`src/rtl/quad_gen_pkg.sv`:
```
// quad_gen_pkg: FSM states, {A,B} phase type and Gray-step helpers for the quadrature generator
package quad_gen_pkg;
   typedef enum logic {IDLE, RUN} state_e;
   typedef logic [1:0] phase_t;
   localparam phase_t PH_00 = 2'b00;
   localparam phase_t PH_10 = 2'b10;
   localparam phase_t PH_11 = 2'b11;
   localparam phase_t PH_01 = 2'b01;
   function automatic phase_t next_cw(input phase_t ph);
      return ph == PH_00 ? PH_10 : ph == PH_10 ? PH_11 : ph == PH_11 ? PH_01 : PH_00;
   endfunction
   function automatic phase_t next_ccw(input phase_t ph);
      return ph == PH_00 ? PH_01 : ph == PH_01 ? PH_11 : ph == PH_11 ? PH_10 : PH_00;
   endfunction
endpackage

```
`src/rtl/quad_phase_timer.sv`:
```
// quad_phase_timer: QUARTER_CYCLES prescaler; tick_o pulses on the last cycle of each quarter-phase
module quad_phase_timer #(
   parameter int QUARTER_CYCLES = 4
) (
   input  logic clk,
   input  logic rst_n,
   input  logic en_i,
   input  logic clr_i,
   output logic tick_o
);
   localparam int TW = QUARTER_CYCLES > 1 ? $clog2(QUARTER_CYCLES) : 1;
   logic [TW-1:0] cnt_q;
   assign tick_o = en_i && cnt_q == TW'(QUARTER_CYCLES - 1);
   always_ff @(posedge clk or negedge rst_n)
      if (!rst_n) cnt_q <= '0;
      else if (clr_i || tick_o) cnt_q <= '0;
      else if (en_i) cnt_q <= cnt_q + 1'b1;
endmodule

```
`src/rtl/quadrature_signal_generator.sv`:
```
// quadrature_signal_generator: emits one Gray cycle on A/B per commanded detent and mirrors the decoder count.
// Optional index pulse on pos reaching 0 when QUAD_GEN_INDEX_EN is defined.
module quadrature_signal_generator
   import quad_gen_pkg::*;
#(
   parameter int QUARTER_CYCLES = 4,
   parameter int CNT_W = 8,
   parameter int POS_W = 8
) (
   input  logic             clk,
   input  logic             rst_n,
   input  logic             cmd_valid,
   output logic             cmd_ready,
   input  logic             cmd_dir,
   input  logic [CNT_W-1:0] cmd_count,
   input  logic             abort,
   output logic             phase_a,
   output logic             phase_b,
   output logic [POS_W-1:0] pos,
   output logic             busy,
   output logic             done,
   output logic             index
);
   state_e           state_q;
   phase_t           phase_q, phase_d;
   logic             dir_q, abort_q, done_q, tick, a_rise, detent_end;
   logic [CNT_W-1:0] cnt_q;
   logic [POS_W-1:0] pos_q, pos_d;

   quad_phase_timer #(.QUARTER_CYCLES(QUARTER_CYCLES)) u_timer (
      .clk    (clk),
      .rst_n  (rst_n),
      .en_i   (state_q == RUN),
      .clr_i  (state_q == IDLE),
      .tick_o (tick)
   );

   // pos moves with A's rising edge, which is where the decoder samples B
   assign phase_d    = dir_q ? next_ccw(phase_q) : next_cw(phase_q);
   assign a_rise     = tick && phase_d[1] && !phase_q[1];
   assign pos_d      = a_rise ? (dir_q ? pos_q - 1'b1 : pos_q + 1'b1) : pos_q;
   assign detent_end = tick && phase_d == PH_00;

   always_ff @(posedge clk or negedge rst_n)
      if (!rst_n) begin
         state_q <= IDLE;
         phase_q <= PH_00;
         dir_q   <= 1'b0;
         abort_q <= 1'b0;
         done_q  <= 1'b0;
         cnt_q   <= '0;
         pos_q   <= '0;
      end else begin
         pos_q  <= pos_d;
         done_q <= 1'b0;
         if (state_q == IDLE) begin
            abort_q <= 1'b0;
            if (cmd_valid) begin
               dir_q  <= cmd_dir;
               cnt_q  <= cmd_count;
               done_q <= cmd_count == '0;
               if (cmd_count != '0) state_q <= RUN;
            end
         end else begin
            if (tick) phase_q <= phase_d;
            if (abort) abort_q <= 1'b1;
            if (detent_end) begin
               cnt_q   <= cnt_q - 1'b1;
               abort_q <= 1'b0;
               if (cnt_q == CNT_W'(1) || abort_q || abort) begin
                  state_q <= IDLE;
                  done_q  <= 1'b1;
               end
            end
         end
      end

   assign cmd_ready = state_q == IDLE;
   assign busy      = state_q == RUN;
   assign done      = done_q;
   assign phase_a   = phase_q[1];
   assign phase_b   = phase_q[0];
   assign pos       = pos_q;

`ifdef QUAD_GEN_INDEX_EN
   localparam int IW = $clog2(QUARTER_CYCLES + 1);
   logic [IW-1:0] idx_q;
   always_ff @(posedge clk or negedge rst_n)
      if (!rst_n) idx_q <= '0;
      else if (a_rise && pos_d == '0) idx_q <= IW'(QUARTER_CYCLES);
      else if (idx_q != '0) idx_q <= idx_q - 1'b1;
   assign index = idx_q != '0;
`else
   assign index = 1'b0;
`endif
endmodule

```
`config.mk`:
```
export PLATFORM = sky130hd
export DESIGN_NAME = quadrature_signal_generator
export DESIGN_NICKNAME = d
export VERILOG_FILES = /design/src/rtl/quad_gen_pkg.sv /design/src/rtl/quad_phase_timer.sv /design/src/rtl/quadrature_signal_generator.sv
export SDC_FILE = /design/constraint.sdc
export NUM_CORES = 1
export LEC_CHECK = 0
export CAP_MARGIN = 20
export CORE_MARGIN = 2
export CORE_UTILIZATION = 56
export DETAILED_ROUTE_END_ITERATION = 8
export HOLD_SLACK_MARGIN = 0.12
export PLACE_DENSITY = 0.92
export SLEW_MARGIN = 20
export SYNTH_ARGS = -nofsm -noshare
export SYNTH_HDL_FRONTEND = slang
export SYNTH_SLANG_ARGS = --single-unit
export TNS_END_PERCENT = 5
```
`constraint.sdc`:
```
create_clock -name clk -period 3.2 [get_ports clk]
set_input_delay 0.8 -clock clk [delete_from_list [all_inputs] [get_ports clk]]
set_output_delay 0.8 -clock clk [all_outputs]
set_load 0.02 [all_outputs]
```
; ---- After elaboration in Yosys (flattened, before gate mapping)
; Cells that the tools add are included.
[classes]
add_sub_neg = 4
n_eq_ne = 7
mux = 25
bitwise_logic = 1
n_reduce_logical = 17
[op_table]
columns = op, count
row1 = 8-bit two-way mux, 4
row2 = 2-bit two-way mux, 8
row3 = "8-bit by 1-bit subtractor with 8-bit output, second input constant", 2
row4 = 1-bit two-way mux, 13
row5 = "8-bit by 1-bit adder with 8-bit output, second input constant", 1
row6 = "8-bit by 1-bit == test with 1-bit output, second input constant", 1
row7 = 8-bit zero test, 1
row8 = 8-bit nonzero test, 1
row9 = "2-bit == test, second input constant", 3
row10 = 2-bit AND reduction, 3
row11 = 1-bit logical AND, 4
row12 = 2-bit zero test, 2
row13 = 2-bit nonzero test, 2
row14 = 1-bit logical OR, 3
row15 = "3-bit by 2-bit != test with 1-bit output, second input constant", 1
row16 = "2-bit by 1-bit adder with 2-bit output, second input constant", 1
row17 = "2-bit by 1-bit == test with 1-bit output, second input constant", 1
row18 = "2-bit by 1-bit != test with 1-bit output, second input constant", 1
row19 = 1-bit zero test, 1
row20 = 1-bit inverter, 1
[totals]
regBits = 24
in_bits = 13
elab_cells = 62

; ---- Longest topological paths before layout
; Gate-level depths: netlist (run 1).
[depth]
ltp_word = 9
depth_mapped = 8

; ---- Modules after synthesis
; A second synthesis (run 1) with hierarchy kept.
[unflattened]
cells_unflattened = 173
area_unflattened_um2 = 1582.8
[by_module_without_submodules]
columns = module, n_inst, cells_each, area_each_um2, seq_area_each_um2
row1 = quadrature_signal_generator, 1, 163, 1472.7, 550.5
row2 = quad_phase_timer, 1, 10, 110.1, 50.0

; ---- Worst setup path before layout (run 1)
; No wires, ideal clock.
[synth_path]
path_kind = register -> register
start = register dir_q
end = register pos_q[7], in the netlist pos[7]
setup_ns = 0.145
t_arrival_ns = 1.727
required_time_ns = 3.055
setup_slack_ns = 1.329
path_stages_with_launch = 7
n_path_buf = 2
period_less_slack_ns = 1.871
cell_sequence = dfrtp_1 -> buf_6 -> xnor2_1 -> or3b_1 -> buf_2 -> a2111oi_2 -> o311ai_1
[synth_via]
elab_chain_cells = 3
word_cells_on_any_way = 4
cone_classes = mux: 2 / reduce/logical: 2
[synth_rtl]
columns = element, line
row1 = "start, declared", quadrature_signal_generator.sv:26  ; logic dir_q, abort_q, done_q, tick, a_rise, detent_end;
row2 = "start signal, assigned", quadrature_signal_generator.sv:59  ; dir_q <= cmd_dir;
row3 = 2-bit two-way mux, quadrature_signal_generator.sv:39  ; assign phase_d = dir_q ? next_ccw(phase_q) : next_cw(phase_q);
row4 = 1-bit logical AND (2 in a row), quadrature_signal_generator.sv:40  ; assign a_rise = tick && phase_d[1] && !phase_q[1];
row5 = "end signal, assigned", quadrature_signal_generator.sv:54  ; pos_q <= pos_d;
row6 = "end, declared", quadrature_signal_generator.sv:28  ; logic [POS_W-1:0] pos_q, pos_d;
; Parallel ways exist; a longest one is shown, timed or not.
; A chain may end at the register's enable or synchronous reset.

; ---- Worst setup path in the final report (run 1)
[layout_path]
start = register state_q, in the netlist busy
end = output cmd_ready
[layout_via]
elab_chain_cells = 1
[layout_rtl]
columns = element, line
row1 = "start, declared", quadrature_signal_generator.sv:24  ; state_e state_q;
row2 = "start signal, assigned", quadrature_signal_generator.sv:46  ; state_q <= IDLE;
row3 = "start signal, assigned", quadrature_signal_generator.sv:62  ; if (cmd_count != '0) state_q <= RUN;
row4 = "start signal, assigned", quadrature_signal_generator.sv:71  ; state_q <= IDLE;
row5 = 1-bit inverter (no source line), -
row6 = "end, declared", quadrature_signal_generator.sv:13  ; output logic cmd_ready,
; Every way passes these cells.

==> reports/metrics.yaml, run 1 <==
run_status:
  status: "finished clean"
logic_synthesis:
  synthAdderAreaFrac: 0.0866
  synth.distinct_cells: 52
  synth_compound_area_frac: 0.237
  synth-edff-count: 0
  synthXorXnorAreaFrac: 0.0343
  syn_area_per_cell_um2: 9.51
  synth-simple-area-share: 0.185
  synth_top_family_by_area: "compound AO/OA/AOI/OAI gates"
  ys_seq_area_frac: 0.392
  synth_flop_cell: "dfrtp_1"
  netlist_area_mm2: 0.00153
  synth_nets: 184
  synthMuxAreaShare: 0.0212
  ys_warn_count: 0
  yosys_register_bits: 24
  syn_inst: 161
  synth-async-reset-ratio: 1.00
route:
  drt-initial-drc-count: 25
  drc: 0
  finalWirelength_mm: 3.02
  via_per_inst: 5.86
  dr.pass1.iters: 4
  antenna_left: 0
  via_count: 1265
  wire_per_inst_um: 14.0
die:
  fp-row-count: 18
  io_pins: 27
  die_h_um: 56.3
  dieArea_mm2: 0.00317
  initial_core_util: 0.602
  core_area_mm2: 0.00254
  die_w_um: 56.3
critical_path:
  crit_family: "buffers and inverters"
  crit_type: "register to output pin"
  critPathBufInv: 2
  worstPathCellList: "inv_1 > clkdlybuf4s50_1"
  critPathLaunchType: "register"
  end_kind: "output pin"
  cp_slowest_cell: "clkdlybuf4s50_1"
  required_ns: 2.40
  crit_path_max_incr_delay_ns: 0.64
  crit_path_max_fanout: 13
  cp_data_arrival_time_ns: 1.71
cts:
  numCtsBuffers: 3
  clk_pin_slew_ns: 0.13
  clockRootBuffer: "clkbuf_4"
  clkSinkCount: 24
  cts_tree: "done"
  htree_levels: 1
  clockBufferDepth: 2
  cts_setup_buffers: 0
  postCtsHoldBufs: 0
  clock_latency_ns: 0.31
  cts_resized: 0
pwr:
  total_power_mw: 1.69
  power_density_mw_per_mm2: 924
  peakVddDrop_mv: 0.650
  power.leakage_nw: 0.779
timing:
  finalSetupViolCount: 0
  rsz0062_at_grt: "no"
  clock_skew_ns: 0.00296
  hold_viol: 0
  max_freq_mhz: 399
  period_share: 0.784
  tightest_slew_ns: 0.588
  period_needed_ns: 2.51
  slew_violations: 0
  slew_headroom: 0.608
  hold_slack_ns: 0.442
  tns_ns: 0
global_routing:
  antenna_found_initial: 0
  grt_pass1_vias: 1248
  grtUsageTotal: 0.204
  grt_pass1_wl_mm: 5.27
  grt-ovfl-total: 0
  grt_max_degree: 25
cells_and_area:
  layout-drive-gt1-share: 0.0753
  mostFrequentLayoutCells: "clkdlybuf4s50_1 (25), dfrtp_1 (24), nand2_1 (18)"
  multi_input_area_um2: 868
  num-fill-cells: 199
  antennaDiodeCount: 0
  mostFrequentLayoutCell: "clkdlybuf4s50_1"
  register_area_um2: 601
  final_core_util: 0.719
  area_delta_synth_final_pct: 19.5
  stdcell_area_mm2: 0.00183
  final_nets: 210
placement:
  dp_hpwl_mm: 2.36
  io_buffers: 25
  placedInstanceArea_mm2: 0.00179
  place_congestion: 0.865
run:
  drv_cap: 0
worst_hold_path:
  hold_path.class: "register to register"
## cell type report
type / count / share of cell area
multi-input combinational: 124 / 0.474
sequential: 24 / 0.328
timing repair buffer: 26 / 0.141
tap: 30 / 0.0205
clock buffer: 4 / 0.0198
inverter: 8 / 0.0164
## per-layer routing
metal  global-route usage  wire length [um]  part of all wire  up-vias
met2                0.383              1550              0.51       31
met4               0.0544                 8            0.0026        0
li1                     -                 -                 -      646
met3               0.0253               108             0.036        2
met1                0.243              1350              0.45      586
met5                    0                 0                 0        -
## worst reg2reg max path: cells and delay by family (launching register included)
| kind | cells | cell delay, ns |
|---|---|---|
| flip-flops | 1 | 0.71 |
| AND/OR/NAND/NOR | 1 | 0.63 |
| AO/OA/AOI/OAI | 2 | 0.59 |
| XOR/XNOR | 1 | 0.19 |
## final timing paths
check                                              from                           end  slack [ns]  cells past startpoint
setup / recovery                         busy$_DFF_PN0_                     cmd_ready        0.69                      2
hold / removal             u_timer.cnt_q[0]$_DFFE_PN0P_  u_timer.cnt_q[0]$_DFFE_PN0P_        0.44                      1
setup reg to reg                      dir_q$_DFFE_PN0P_            pos[7]$_DFFE_PN0P_        0.95                      4
hold reg to reg            u_timer.cnt_q[0]$_DFFE_PN0P_  u_timer.cnt_q[0]$_DFFE_PN0P_        0.44                      1
max in group asynchronous                         rst_n          cnt_q[6]$_DFFE_PN0P_        2.12                      2
min in group asynchronous                         rst_n            pos[3]$_DFFE_PN0P_        0.85                      2
## per-stage QoR
stage | cells | worst slack (ns)
after floorplan | 161 | 1.33
after detailed placement | 212 | 0.965
after global placement | 212 | 1.05
after global routing | 216 | 0.588
final | 216 | 0.691
after CTS | 216 | 0.693
## state kept, by name, summed over array words and instances, names as in the netlist
name,count
phase_q,2
dir_q,1
cnt_q,8
abort_q,1
busy,1
pos,8
u_timer.cnt_q,2
done,1
## Yosys cell counts (4+ instances only)
library cell  count  area, um^2
nor3_1            4        20.0
nor4_1            4        25.0
dfrtp_1          24         601
o21ai_0          11        55.1
a211oi_1          4        30.0
a21o_1            4        30.0
a21oi_1           7        35.0
nand2_1          18        67.6
a211o_1           4        35.0
nor2_1           11        41.3
nor3b_1           4        30.0
inv_1             8        30.0
ha_1              9         113
xnor2_1           4        35.0
## power by group
| part | switching, mW | internal, mW |
|---|---|---|
| registers | 0.171 | 0.435 |
| logic | 0.482 | 0.443 |
| clock network | 0.0908 | 0.0694 |
| total | 0.743 | 0.948 |
## logic make-up after synthesis
family                     after synthesis
and+or+nand+nor                         54
AOI/OAI and AO/OA                       50
DFF                                     24
buffers and inverters                   13
adders and majority gates               10
xor gates and xnor gates                 6
muxes                                    3
other                                    1
Power figures use the tool's default switching activity.
==> run 2, diff against run 1 <==
--- a/config.mk
+++ b/config.mk
@@ -7,10 +7,10 @@
 export LEC_CHECK = 0
 export CAP_MARGIN = 20
 export CORE_MARGIN = 2
-export CORE_UTILIZATION = 56
+export CORE_UTILIZATION = 47
 export DETAILED_ROUTE_END_ITERATION = 8
 export HOLD_SLACK_MARGIN = 0.12
-export PLACE_DENSITY = 0.92
+export PLACE_DENSITY = 0.83
 export SLEW_MARGIN = 20
 export SYNTH_ARGS = -nofsm -noshare
 export SYNTH_HDL_FRONTEND = slang
==> constraint.sdc (replaced) <==
create_clock -name clk -period 2.1 [get_ports clk]
set_input_delay 0.525 -clock clk [delete_from_list [all_inputs] [get_ports clk]]
set_output_delay 0.525 -clock clk [all_outputs]
set_load 0.02 [all_outputs]
==> run 2 against run 1 <==
Effect of this change: power grew 72%; sequential cell count is the same; die area grew 18%; highest routed layer unchanged; critical endpoint is now pos[7]$_DFFE_PN0P_; critical path type is now register to register; sequential share of layout area shrank 1.9 points.
==> reports/metrics.yaml, run 2 (synthesis gave the netlist of run 1 again) <==
global_routing:
  grt_max_degree: 25
  grt_pass1_vias: 1346
  grt_pass1_wl_mm: 5.58
  antenna_found_initial: 0
  grt-ovfl-total: 0
  grtUsageTotal: 0.201
worst_hold_path:
  hold_path.class: "register to register"
  min_to: "u_timer.cnt_q[0]$_DFFE_PN0P_"
  worstHoldStart: "u_timer.cnt_q[0]$_DFFE_PN0P_"
  whs_path_depth: 1
pwr:
  power_density_mw_per_mm2: 1500
  peakVddDrop_mv: 0.644
  power.leakage_nw: 0.839
  total_power_mw: 2.91
route:
  antenna_left: 0
  drt-initial-drc-count: 75
  drc: 0
  via_per_inst: 5.75
  wire_per_inst_um: 14.6
  via_count: 1380
  finalWirelength_mm: 3.50
  dr.pass1.iters: 4
critical_path:
  reg2reg_slack_ns: 0.05
  crit_family: "compound AO/OA/AOI/OAI gates"
  required_ns: 2.34
  critPathLaunchType: "register"
  end_kind: "register"
  reg2reg_to: "pos[7]$_DFFE_PN0P_"
  rr_worst_depth: 6
  cp_data_arrival_time_ns: 2.28
  worstPathCellList: "ha_1 > o21ai_0 > nor2_2 > buf_4 > o41a_1 > o311ai_1"
  cp_slowest_cell: "dfrtp_2"
  crit_type: "register to register"
  crit_path_max_incr_delay_ns: 0.51
  crit_path_max_fanout: 11
  critPathBufInv: 1
  r2r-start: "dir_q$_DFFE_PN0P_"
die:
  io_pins: 27
  core_area_mm2: 0.00308
  die_w_um: 61.1
  dieArea_mm2: 0.00373
  initial_core_util: 0.498
  fp-row-count: 20
  die_h_um: 61.1
timing:
  period_share: 0.975
  tns_ns: 0
  finalSetupViolCount: 0
  clock_skew_ns: 0.00167
  max_freq_mhz: 488
  hold_slack_ns: 0.447
  hold_viol: 0
  period_needed_ns: 2.05
  slew_violations: 0
placement:
  io_buffers: 25
  place_inst: 231
  dp_hpwl_mm: 2.57
  place_congestion: 0.906
cts:
  postCtsHoldBufs: 0
  cts_tree: "done"
  clk_pin_slew_ns: 0.14
  numCtsBuffers: 3
  clkSinkCount: 24
  htree_levels: 1
  clockBufferDepth: 2
  clock_latency_ns: 0.32
  clockRootBuffer: "clkbuf_4"
run_status:
  status: "finished clean"
cells_and_area:
  area_delta_synth_final_pct: 27.1
  mostFrequentLayoutCells: "clkdlybuf4s50_1 (24), dfrtp_1 (23), nand2_1 (18)"
  layout-drive-gt1-share: 0.138
  final_nets: 220
  mostFrequentLayoutCell: "clkdlybuf4s50_1"
  final_core_util: 0.633
  antennaDiodeCount: 0
  final_cells: 240
run:
  drv_cap: 0
==> run 2: cell count changes in the layout (fill, tap and decap cells not counted), sizes merged <==
cell / change
bufinv: +1
clkbuf: -1
clkdlybuf4s50: -1
dlygate4sd2: +1
buf: +10
==> run 2: final cells by class <==
| class | instances | area (um^2) |
|---|---|---|
| well taps | 44 | 55.1 |
| multi-input cells | 124 | 876 |
| inverters | 8 | 30.0 |
| clock buffers | 3 | 22.5 |
| repair buffers | 36 | 332 |
| fillers | 272 | 1130 |
| clock inverters | 1 | 30.0 |
| flip-flops and latches | 24 | 602 |
==> run 2: worst max path at each step <==
stage,from,to,slack (ns),cells after the start
floorplan,dir_q$_DFFE_PN0P_,pos[7]$_DFFE_PN0P_,0.23,6
global placement,dir_q$_DFFE_PN0P_,pos[7]$_DFFE_PN0P_,0.13,6
detailed placement,dir_q$_DFFE_PN0P_,pos[7]$_DFFE_PN0P_,-0.02,6
CTS,dir_q$_DFFE_PN0P_,pos[7]$_DFFE_PN0P_,0.07,6
global route,dir_q$_DFFE_PN0P_,pos[7]$_DFFE_PN0P_,-0.06,6
finish,dir_q$_DFFE_PN0P_,pos[7]$_DFFE_PN0P_,0.05,6
==> run 2: timing repair <==
| item | in CTS | in global routing |
|---|---|---|
| setup endpoints to repair | 3 | 2 |
| pin swaps | 0 | 1 |
| resized for setup | 3 | 1 |
| setup buffers | 0 | 5 |
==> run 2: report_power, final <==
| part | total (mW) | internal, mW | switching [mW] | leakage (nW) |
|---|---|---|---|---|
| registers | 0.894 | 0.665 | 0.230 | 0.279 |
| logic | 1.68 | 0.805 | 0.872 | 0.532 |
| clock network | 0.343 | 0.193 | 0.150 | 0.0279 |
| total | 2.91 | 1.66 | 1.25 | 0.839 |
==> run 2: routing by layer <==
| metal | vias up | GRT usage | wire length, um |
|---|---|---|---|
| met5 | - | 0 | 0 |
| met3 | 10 | 0.0504 | 150 |
| met4 | 0 | 0.0776 | 108 |
| li1 | 662 | - | - |
| met2 | 47 | 0.388 | 1860 |
| met1 | 661 | 0.205 | 1380 |
==> run 2: metrics by stage <==
stage	setup slack, ns	instance area [um^2]
floorplan	0.229	1530
global placement	0.131	1850
detailed placement	-0.0170	1850
CTS	0.0721	1900
global route	-0.0645	1950
finish	0.0520	1950
==> edit 1 (flow settings as in run 2) <==
The parameter `CNT_W` goes from 8 to 6.
--- a/src/rtl/quadrature_signal_generator.sv
+++ b/src/rtl/quadrature_signal_generator.sv
@@ -6,3 +6,3 @@
    parameter int QUARTER_CYCLES = 4,
-   parameter int CNT_W = 8,
+   parameter int CNT_W = 6,
    parameter int POS_W = 8
Interface: changed (resized cmd_count); port bits go from 27 to 25. No check against the original RTL was run, so the function may have changed too.
==> edit 1 against run 2 <==
Sequential cell count down 2; worst setup slack better by 0.039 ns; die area down 8.1%; routed wire length down 12%; synthesized area down 8.7%; register-to-register slack better by 0.07 ns; final area down 11%; power down 11%; combinational power down 5%; highest routed layer unchanged.
==> edit 1: results (changes against run 2) <==
- WL met3: 109 um (-27%)
- Clock Skew: 0.0158 ns (+0.0142 ns)
- Routed WL: 3080 um (-12%)
- Number of global-route vias before repair: 1,270 (-5.6%)
- Placer Congestion: 0.879 (-3.0%)
- Final cell count without fillers: 206 (-14%)
- Router iterations before antenna repair: 5 (+1)
- Top FF cell, synth: dfrtp_1
- DR vias: 1,229 (-11%)
- Iteration-0 DRC Markers: 36 (-52%)
- Cell variety after synth: 50 (-3.8%)
- Metal2 WL: 1650 um (-11%)
- Outcome: completed
- DP HPWL: 2420 um (-5.7%)
- Synthesized net count: 165 (-10%)
- DP Cell Count: 203 (-12%)
- Post-synth top cells: 22 x dfrtp_1, 14 x nand2_1, 12 x o21ai_0
- R2R depth: 7 (+1)
- Sequential power share: 0.314 (+0.007)
- Placed inst area: 0.00170 mm^2 (-7.9%)
- Clock group power: 0.191 mW (-44%)
- R2R Setup Slk: 0.12 ns (+0.07 ns)
- Switch Pwr: 1.15 mW (-8.4%)
- Crit path max fanout: 6 (-5)
- CP arrival: 1.48 ns (-0.80 ns)
- Leak pwr: 0.743 nW (-11%)
- Gr usage total: 0.199 (-0.00179)
- First-pass GRT wire length: 5290 um (-5.3%)
- Fin Hold WS: 0.453 ns (+0.00610 ns)
- Internal power: 1.46 mW (-12%)
- Synth area leaders: dfrtp_1 39%, ha_1 8.1%, o21ai_0 4.3%
- Gate Count Post-Synth: 144 (-11%)
## edit 1: cells by family (layout without fill, tap and decap cells)
group	count (synthesis)	count (layout)	share of synthesized area
XOR/XNOR	5	5	0.0313
flip-flops	22	22	0.394
buffers and inverters	12	43	0.0474
adder cells (fa/ha/maj)	10	10	0.0948
AND/OR/NAND/NOR	44	44	0.159
other	1	1	0.00268
multiplexers	2	2	0.0152
AO/OA/AOI/OAI	48	48	0.256
## edit 1: how the worst max path moves through the flow
stage,startpoint,endpoint,slack (ns),depth (start not counted)
2_1_floorplan,pos[6]$_DFFE_PN0P_,pos[7]$_DFFE_PN0P_,0.15,5
5_1_grt,dir_q$_DFFE_PN0P_,pos[7]$_DFFE_PN0P_,-0.02,7
3_3_place_gp,dir_q$_DFFE_PN0P_,pos[7]$_DFFE_PN0P_,0.13,7
4_1_cts,dir_q$_DFFE_PN0P_,pos[6]$_DFFE_PN0P_,0.03,6
3_5_place_dp,dir_q$_DFFE_PN0P_,pos[7]$_DFFE_PN0P_,0.009,7
6_report,busy$_DFF_PN0_,busy,0.09,2
## edit 1: layout make-up
class / count / area (um^2) / area share
multi-input cells: 110 / 796 / 0.457
repair buffers: 33 / 305 / 0.175
inverters: 7 / 26.3 / 0.0151
well taps: 31 / 38.8 / 0.0223
flip-flops and latches: 22 / 552 / 0.317
clock buffers: 3 / 22.5 / 0.0129
## edit 1: per-layer routing
layer	vias up	track usage
met4	0	0.0598
met5	-	0
met1	605	0.213
li1	593	-
met2	29	0.393
met3	2	0.0330
## edit 1: timing repair
action | in CTS | in global routing
hold endpoints to repair | 0 | 0
hold buffers | 0 | 0
setup endpoints to repair | 1 | 4
resized for setup | 1 | 4
## edit 1: critical path, stage by stage, from the launching register on
cell and delay (ns):
dfrtp_1 0.42, buf_4 0.17, clkdlybuf4s50_1 0.61
==> edit 2 (settings of run 2) <==
Made on the original files. The option `QUAD_GEN_INDEX_EN` is turned on by a define.
--- a/src/rtl/quadrature_signal_generator.sv
+++ b/src/rtl/quadrature_signal_generator.sv
@@ -2,2 +2,4 @@
 // Optional index pulse on pos reaching 0 when QUAD_GEN_INDEX_EN is defined.
+`define QUAD_GEN_INDEX_EN
+
 module quadrature_signal_generator
Behaviour: no difference found for any inputs over 10 cycles, from zero or initial values and one cycle with rst_n low; that may be too few to reach the edited logic, so the function may still have changed.
==> edit 2 against run 2 <==
The flow now finishes with violations (setup timing); power up 16%; worst setup slack worse by 0.23 ns; utilization up 1.4 points; sequential cell count up 3; final cell count up 4.6%; routed wire length up 1.3%; synthesized cell count down 0.62%; maximum frequency down 10%; final area up 9.1%; synthesized area up 3.8%; critical path type unchanged.
==> edit 2: results (changes against run 2) <==
- Outcome: complete, but fails checks
- Failing checks: setup timing
- Clock Skew: 0.00416 ns (+0.00249 ns)
- Final setup viols: 6 (+6)
- Iteration-0 DRC Markers: 71 (-5.3%)
- Fraction of layout cells with a size suffix above 1: 0.239 (+0.101)
- Switch Pwr: 1.48 mW (+18%)
- Worst setup margin: -0.180 ns (-0.232 ns)
- Crit path max fanout: 9 (-2)
- Port Buffer Count: 26 (+4.0%)
- Final cell count without fillers: 251 (+4.6%)
- Largest net degree at the start of global routing: 28 (+12%)
- R2R depth: 8 (+2)
- DP Cell Count: 247 (+6.9%)
- DP HPWL: 2830 um (+10%)
- First-pass GRT wire length: 6260 um (+12%)
- Placed inst area: 0.00206 mm^2 (+11%)
- Cell variety after synth: 41 (-21%)
- Leak pwr: 0.937 nW (+12%)
- Gate Count Post-Synth: 160 (-0.62%)
- CP arrival: 2.50 ns (+0.22 ns)
- Synth area leaders: dfrtp_1 42%, ha_1 8.7%, nor2_1 4.7%
- Number of global-route vias before repair: 1,455 (+8.1%)
- Peak VDD IR: 0.695 mV (+7.9%)
- Gr usage total: 0.197 (-0.00371)
==> edit 2: cell type report <==
class | instances | area (um^2)
fillers | 277 | 1160
multi-input cells | 120 | 916
flip-flops and latches | 27 | 679
repair buffers | 45 | 410
well taps | 46 | 57.6
inverters | 9 | 33.8
clock buffers | 4 | 26.3
==> edit 2: through the flow <==
| stage | setup TNS [ns] | power (mW) | hold WS, ns |
|---|---|---|---|
| CTS | -0.647 | 3.39 | 0.457 |
| global route | -1.51 | 3.67 | 0.480 |
| global placement | -0.248 | 2.97 | 0.427 |
| detailed placement | -0.803 | 3.11 | 0.438 |
| floorplan | -0.105 | 2.31 | 0.229 |
| finish | -0.748 | 3.37 | 0.451 |
==> edit 2: worst reg2reg max path, delay by kind of cell (launching register included) <==
kind	cells	cell delay (ns)
AND/OR/NAND/NOR	2	0.17
adder cells (fa/ha/maj)	1	0.31
flip-flops	1	0.51
AO/OA/AOI/OAI	5	1.20
==> edit 2: metal layers <==
metal / track usage / part of all wire
met2: 0.387 / 0.56
met5: 0 / 0
met1: 0.221 / 0.40
met3: 0.0217 / 0.035
met4: 0.0639 / 0.0076
==> edit 2: worst max path at each step <==
stage	from	end	slack, ns	cells after the start
after floorplan	dir_q$_DFFE_PN0P_	cnt_q[7]$_DFFE_PN0P_	-0.04	8
after global placement	dir_q$_DFFE_PN0P_	idx_q[2]$_DFFE_PN0P_	-0.08	8
after detailed placement	dir_q$_DFFE_PN0P_	idx_q[2]$_DFFE_PN0P_	-0.19	8
after CTS	dir_q$_DFFE_PN0P_	idx_q[2]$_DFFE_PN0P_	-0.16	8
after global routing	dir_q$_DFFE_PN0P_	idx_q[0]$_DFFE_PN0P_	-0.31	8
final	dir_q$_DFFE_PN0P_	idx_q[2]$_DFFE_PN0P_	-0.18	8
==> edit 2: timing repair <==
item	in CTS	in global routing
setup endpoints to repair	7	11
gates resized for setup	7	4
setup buffers	0	0
cloned	0	0
hold buffers	0	0
pin swaps	2	2
==> edit 2: cells by family (layout without fill, tap and decap cells) <==
group                    after synthesis  in the layout  share of synthesized area
AND/OR/NAND/NOR                       58             58                      0.194
AO/OA/AOI/OAI                         36             36                      0.161
flip-flops                            27             27                      0.425
buffers and inverters                 13             58                     0.0362
adder cells (fa/ha/maj)               12             12                     0.0991
XOR/XNOR                               9              9                     0.0496
multiplexers                           5              5                     0.0354
==> edit 2: power by group through the flow <==
stage	combinational (mW)	sequential, mW	clock, mW
after CTS	2.11	1.04	0.234
after detailed placement	2.07	1.05	0
after global placement	1.95	1.02	0
final	2.11	1.04	0.220
after global routing	2.32	1.09	0.257
after floorplan	1.18	1.13	0
